### config.mk
export PLATFORM = sky130hd
export DESIGN_NAME = divider
export DESIGN_NICKNAME = d
export VERILOG_FILES = /design/src/rtl/divider.sv
export SDC_FILE = /design/constraint.sdc
export NUM_CORES = 1
export LEC_CHECK = 0
export ABC_AREA = 1
export BUFFER_PORTS_ARGS = -buffer_cell sky130_fd_sc_hd__buf_2
export CAP_MARGIN = 20
export CORE_MARGIN = 3
export CORE_UTILIZATION = 50
export CTS_CLUSTER_DIAMETER = 50
export DETAILED_ROUTE_END_ITERATION = 12
export GPL_TIMING_DRIVEN = 0
export HOLD_SLACK_MARGIN = 0.08
export PLACE_DENSITY_LB_ADDON = 0.08
export SKIP_CTS_REPAIR_TIMING = 1
export SYNTH_ARGS = -nofsm -noshare
export SYNTH_HDL_FRONTEND = slang
export SYNTH_SLANG_ARGS = --single-unit
### constraint.sdc
create_clock -name clk -period 4.5 [get_ports clk]
set_input_delay 0.225 -clock clk [delete_from_list [all_inputs] [get_ports clk]]
set_output_delay 0.225 -clock clk [all_outputs]
set_load 0.05 [all_outputs]
### src/rtl/divider.sv
// Signed 32-bit restoring divider: one quotient bit per clock, then a sign-fix cycle.
// Result packs {remainder, quotient}; a zero divisor finishes in one cycle with a flag.
module divider (
  input  logic        clk,
  input  logic        clr,
  input  logic        start,
  input  logic [31:0] A,
  input  logic [31:0] B,
  output logic [63:0] Result,
  output logic        busy,
  output logic        done,
  output logic        div_by_zero,
  output logic [1:0]  o_dbg_state
);

  typedef enum logic [1:0] {
    IDLE = 2'd0,
    CALC = 2'd1,
    FIX  = 2'd2,
    DONE = 2'd3
  } state_t;

  state_t      r_state;
  state_t      w_next_state;

  logic        r_sign_a;
  logic        r_sign_b;
  logic [31:0] r_mag_b;
  logic [31:0] r_rem;
  logic [31:0] r_quo;
  logic [4:0]  r_cnt;
  logic [63:0] r_result;
  logic        r_dbz;

  logic        w_accept;
  logic        w_b_zero;
  logic [31:0] w_mag_a;
  logic [31:0] w_mag_b;
  logic [32:0] w_shift;
  logic [32:0] w_trial;
  logic [31:0] w_quo_fix;
  logic [31:0] w_rem_fix;

  assign w_accept = (r_state == IDLE) && start;
  assign w_b_zero = (B == 32'd0);
  assign w_mag_a  = A[31] ? (~A + 32'd1) : A;
  assign w_mag_b  = B[31] ? (~B + 32'd1) : B;

  // The remainder stays below |B| <= 2^31, so the shifted value fits in 32 bits;
  // the extra bit only carries the borrow of the trial subtraction.
  assign w_shift  = {r_rem, r_quo[31]};
  assign w_trial  = w_shift - {1'b0, r_mag_b};

  assign w_quo_fix = (r_sign_a ^ r_sign_b) ? (~r_quo + 32'd1) : r_quo;
  assign w_rem_fix = r_sign_a ? (~r_rem + 32'd1) : r_rem;

  always_ff @(posedge clk or negedge clr) begin
    if (!clr) begin
      r_state <= IDLE;
    end else begin
      r_state <= w_next_state;
    end
  end

  always_comb begin
    w_next_state = r_state;
    busy         = 1'b0;
    done         = 1'b0;
    case (r_state)
      IDLE: begin
        if (start) begin
          w_next_state = w_b_zero ? DONE : CALC;
        end
      end
      CALC: begin
        busy = 1'b1;
        if (r_cnt == 5'd0) begin
          w_next_state = FIX;
        end
      end
      FIX: begin
        busy         = 1'b1;
        w_next_state = DONE;
      end
      DONE: begin
        done         = 1'b1;
        w_next_state = IDLE;
      end
      default: begin
        w_next_state = IDLE;
      end
    endcase
  end

  always_ff @(posedge clk or negedge clr) begin
    if (!clr) begin
      r_sign_a <= 1'b0;
      r_sign_b <= 1'b0;
      r_mag_b  <= 32'd0;
      r_rem    <= 32'd0;
      r_quo    <= 32'd0;
      r_cnt    <= 5'd0;
      r_result <= 64'd0;
      r_dbz    <= 1'b0;
    end else begin
      case (r_state)
        IDLE: begin
          if (w_accept) begin
            r_sign_a <= A[31];
            r_sign_b <= B[31];
            r_mag_b  <= w_mag_b;
            r_rem    <= 32'd0;
            r_quo    <= w_mag_a;
            r_cnt    <= 5'd31;
            r_dbz    <= w_b_zero;
            if (w_b_zero) begin
              r_result <= {A, 32'hFFFF_FFFF};
            end
          end
        end
        CALC: begin
          // Borrow set means the trial went negative: keep the shifted remainder.
          r_rem <= w_trial[32] ? w_shift[31:0] : w_trial[31:0];
          r_quo <= {r_quo[30:0], ~w_trial[32]};
          if (r_cnt != 5'd0) begin
            r_cnt <= r_cnt - 5'd1;
          end
        end
        FIX: begin
          r_result <= {w_rem_fix, w_quo_fix};
        end
        default: begin
        end
      endcase
    end
  end

  assign Result      = r_result;
  assign div_by_zero = r_dbz;
  assign o_dbg_state = r_state;

endmodule

## Yosys cells after proc, flatten, opt, wreduce, memory -nomap -nowiden

Cells that the tools add are included.

| word-level totals | value |
|---|---|
| flip-flop bits (word level) | 170 |
| bits of input ports | 67 |
| output and inout bits | 69 |
| word-level logic and storage cells | 63 |

| operators by class | value |
|---|---|
| $add $sub $neg | 6 |
| equal/unequal tests | 8 |
| mux-type cells | 21 |
| bitwise logic cells | 6 |
| reduce and logical (&&, ||, !) cells | 13 |

Operators by type and width:

| kind | count |
|---|---|
| 2-to-1 mux 32 bit | 7 |
| adder 32 x 1 -> 32 bit, second input constant | 4 |
| 2-to-1 mux 64 bit | 2 |
| NOT 32 bit | 4 |
| case mux 32 bit (2 select lines) | 2 |
| case mux 64 bit (2 select lines) | 1 |
| subtractor 33 x 32 -> 33 bit | 1 |
| logical NOT 32 bit | 1 |
| 2-to-1 mux 5 bit | 2 |
| inequality test 2 bit, second input constant | 5 |
| case mux 5 bit (2 select lines) | 1 |
| case mux 2 bit (4 select lines) | 1 |
| 2-to-1 mux 2 bit | 3 |
| AND reduction 2 bit | 3 |
| AND reduction 3 bit | 2 |
| logical NOT 5 bit | 1 |
| nonzero test 5 bit | 1 |
| subtractor 5 x 1 -> 5 bit, second input constant | 1 |
| == test 2 bit, second input constant | 2 |
| nonzero test 2 bit | 2 |
| == test 2 x 1 -> 1 bit, second input constant | 1 |
| logical NOT 2 bit | 1 |
| 2-to-1 mux 1 bit | 2 |
| OR reduction 2 bit | 1 |
| other kinds (3) | 3 |

## Logic depth before layout (Yosys ltp)

| depth | value |
|---|---|
| depth after elaboration | 5 |
| gate-level depth with buffers | 18 |

## Worst setup path before layout

OpenSTA, ideal clock, no wires.

| timing | value |
|---|---|
| kind | flip-flop to flip-flop |
| from | reg r_state[0], in the netlist o_dbg_state[0] |
| to | reg r_quo[6] |
| setup time | 0.130 ns |
| arrival time | 2.192 ns |
| required time | 4.370 ns |
| slack | 2.178 ns |
| stages on the path, launching flop included | 11 |
| clock period less this slack | 2.322 ns |
| cell sequence | dfrtp_1 inv_1 ha_1 nand2_1 inv_1 a21oi_1 inv_1 clkbuf_1 clkbuf_1 o211ai_1 o21ai_0 |

| on the way | value |
|---|---|
| longest elaborated chain between the ends | 4 |
| elaborated cells between the ends (all ways) | 7 |

RTL lines:

| element | line | source |
|---|---|---|
| from (decl) | 23 | `state_t r_state;` |
| from (signal assigned) | 61 | `r_state <= w_next_state;` |
| logical NOT 2 bit | 44, 106 |  |
| logical AND 1 bit | 44 | `assign w_accept = (r_state == IDLE) && start;` |
| inequality test 2 bit (no line) | - |  |
| AND reduction 2 bit (no line) | - |  |
| to (signal assigned) | 113 | `r_quo <= w_mag_a;` |
| to (signal assigned) | 124 | `r_quo <= {r_quo[30:0], ~w_trial[32]};` |
| to (decl) | 30 | `logic [31:0] r_quo;` |

Several ways; a longest one is shown, not always the timed one.
A chain may end at the register's enable or synchronous reset.

## Worst setup path after layout

| timing | value |
|---|---|
| from | reg r_state[0], in the netlist o_dbg_state[0] |
| to | reg r_quo[25] |

The elaborated chain is that of the path after synthesis.

==> impl_metrics.py <==
metrics = {
    "sta": {
        "tightest_slew_ns": 0.887,
        "max_freq_mhz": 327,
        "clock_skew_ns": 0.0143,
        "final_max_slew_viol_count": 0,
        "setup_violations": 0,
        "hold_violations": 0,
        "maxSlewHeadroom": 0.403,
        "layout_min_cycle_time_ns": 3.06,
        "tns_ns": 0,
        "period_share": 0.679,
        "rsz0062_at_grt": "false",
    },
    "synthesis": {
        "synthXorXnorAreaFrac": 0.0337,
        "muxShareOfSynthArea": 0,
        "synthDistinctLibCells": 46,
        "synthArstFlopShare": 1.00,
        "synthFlopType": "dfrtp_1",
        "yosys.area_share.simple": 0.391,
        "synthCells": 2245,
        "ys_warn_count": 0,
        "ys_seq_elements": 170,
        "synth_area_per_cell_um2": 6.13,
        "syn_nets": 2355,
        "synthAdderAreaFrac": 0.0396,
        "synth_edf_count": 0,
        "synth_compound_area_frac": 0.120,
        "ys_seq_area_frac": 0.309,
        "syn-cell-area_mm2": 0.0138,
        "synth_top_family_by_area": "simple AND/OR/NAND/NOR gates",
    },
    "critical_path": {
        "critPathLaunchType": "flip-flop",
        "crit_path_max_fanout": 10,
        "critPathRequiredTime_ns": 4.85,
        "worstPathArrival_ns": 3.41,
        "critical_path_class": "flip-flop to flip-flop",
        "end_kind": "flip-flop",
    },
    "cts": {
        "clk_path_buf_depth": 2,
        "clkTransAtPathRegs_ns": 0.07,
        "cts-root-buf": "clkbuf_16",
        "clock-sinks": 170,
        "cts_buffers": 17,
        "cts_tree": "done",
        "htree_num_levels": 4,
        "clock_latency_ns": 0.44,
    },
    "route": {
        "vias": 15300,
        "ant_nets": 0,
        "drtIter0Drc": 1653,
        "drt-wirelength-per-cell_um": 18.3,
        "drt_wl_total_um": 50500,
        "drc": 0,
        "first_pass_iters": 7,
        "via_per_inst": 5.56,
    },
    "pwr": {
        "pwr-share-seq": 0.206,
        "swShare": 0.591,
        "p_sw_uw": 8270,
        "power.density_mw_per_mm2": 904,
        "irDropWorstVdd_v": 0.000616,
        "intPower_uw": 5720,
        "pwr-share-clk": 0.104,
        "combPwrFrac": 0.690,
        "total_power_uw": 14000,
        "p_leak_uw": 0.00836,
    },
    "global_route": {
        "grt_first_pass_wirelength_um": 77700,
        "globalRoute.totalOverflow": 0,
        "grt_pass1_vias": 13800,
        "grt_max_degree": 99,
        "antenna_found_initial": 0,
        "grt_usage": 0.341,
    },
    "cells_and_area": {
        "fin_nets": 2510,
        "drive_gt1_frac": 0.0862,
        "final_common_cell": "nand2_1",
        "antennaDiodeCount": 0,
        "final_cell_mix": "nand2_1, inv_1, nand3_1",
        "syn2layout_area_growth_pct": 12.3,
    },
    "floorplanning": {
        "initial_utilization": 0.510,
        "pin_count": 136,
        "die_height_um": 172,
        "die_area_mm2": 0.0296,
        "die_w_um": 172,
        "placementRows": 60,
        "core_mm2": 0.0270,
    },
    "min_path": {
        "hp-class": "primary input to flip-flop",
    },
    "outcome": {
        "status": "finished, final reports clean",
    },
    "place": {
        "place.gp.congestion": 1.03,
        "hpwlAfterDp_um": 40600,
        "port_buffers": 134,
    },
    "flow_run": {
        "maxCapViolations": 0,
    },
}
[cell families (layout without fill, tap and decap cells)]
family | after synthesis | in the layout
XOR/XNOR | 53 | 53
adder cells (fa/ha/maj) | 43 | 43
AO/OA/AOI/OAI | 308 | 308
flip-flops | 170 | 170
AND/OR/NAND/NOR | 1296 | 1296
buffers and inverters | 375 | 543
[area by class of cell]
class                      count  area, um^2
fill                        2780       11600
multi-input combinational   1700        8050
sequential                   170        4250
inverter                     304        1140
timing repair buffer         136         718
tap                          341         427
clock buffer                  17         425
buffer                        71         325
clock inverter                15         128
[worst paths after layout]
kind	from	endpoint	slack (ns)	cells past startpoint
worst max-delay path	o_dbg_state[0]	r_quo[25]	1.44	9
worst min-delay path	B[24]	r_mag_b[24]	0.09	3
worst max register to register	o_dbg_state[0]	r_quo[25]	1.44	9
worst min register to register	Result[39]	Result[39]	0.47	2
max in group asynchronous	clr	Result[45]	3.27	3
min in group asynchronous	clr	r_rem[1]	0.32	2
[power by group through the flow]
stage	clock network [uW]	registers, uW	logic [uW]
3_3_place_gp	0	2860	9300
2_1_floorplan	0	3710	5820
3_5_place_dp	0	2880	9400
4_1_cts	1460	2860	9460
6_report	1460	2880	9650
5_1_grt	1520	2950	10700
[Yosys cell counts (2+ instances only)]
library cell / n / area [um^2]
xor2_1: 36 / 315
o21ai_0: 164 / 821
xnor2_1: 17 / 149
nand2_4: 2 / 22.5
nand2_1: 791 / 2970
a22oi_1: 3 / 22.5
buf_1: 4 / 15.0
dfrtp_1: 170 / 4250
nor3_1: 27 / 135
buf_6: 6 / 67.6
buf_2: 11 / 55.1
nand3b_1: 9 / 67.6
ha_1: 42 / 526
nand3_1: 222 / 1110
a21oi_1: 90 / 450
nand4_1: 25 / 156
o211ai_1: 20 / 150
inv_1: 300 / 1130
and2_1: 4 / 25.0
nor3_2: 2 / 20.0
o21ai_1: 8 / 40.0
a31oi_1: 7 / 43.8
inv_2: 3 / 11.3
nor4_1: 5 / 31.3
o21bai_1: 8 / 60.1
nand2_2: 4 / 25.0
clkbuf_1: 50 / 188
nor2_1: 192 / 721
or2_2: 5 / 31.3
nor2_2: 2 / 12.5
[state kept, by name (all words and copies together), names as in the netlist]
name,cells
r_rem,32
r_sign_a,1
r_mag_b,32
div_by_zero,1
r_cnt,5
r_sign_b,1
o_dbg_state,2
Result,64
r_quo,32
[through the flow]
stage                      util  hold slack, ns  instance area, um^2  setup WS [ns]  cells
after global placement    0.550           0.449                14900          0.497   2720
after CTS                 0.572          -0.239                15500           1.53   2753
after detailed placement  0.552           0.233                14900           1.57   2721
final                     0.572          0.0945                15500           1.44   2754
after floorplan               -         -0.0706                13800           2.18   2245
after global routing      0.572           0.102                15500           1.23   2754
[worst max-delay path, cell delays in order (launching register included)]
cell	delay, ns
dfrtp_1	0.41
inv_1	0.10
ha_1	0.24
nand2_1	0.23
inv_1	0.10
a21oi_1	0.63
inv_1	0.27
clkbuf_1	0.33
clkbuf_1	0.38
o21ai_0	0.27
[routing by layer]
layer | global-route usage | share of wire | vias up
met4 | 0.0857 | 0.020 | 0
met3 | 0.0775 | 0.11 | 59
li1 | - | - | 7456
met1 | 0.522 | 0.47 | 7059
met5 | 0 | 0 | -
met2 | 0.483 | 0.40 | 737
(Power assumes the default switching activity.)
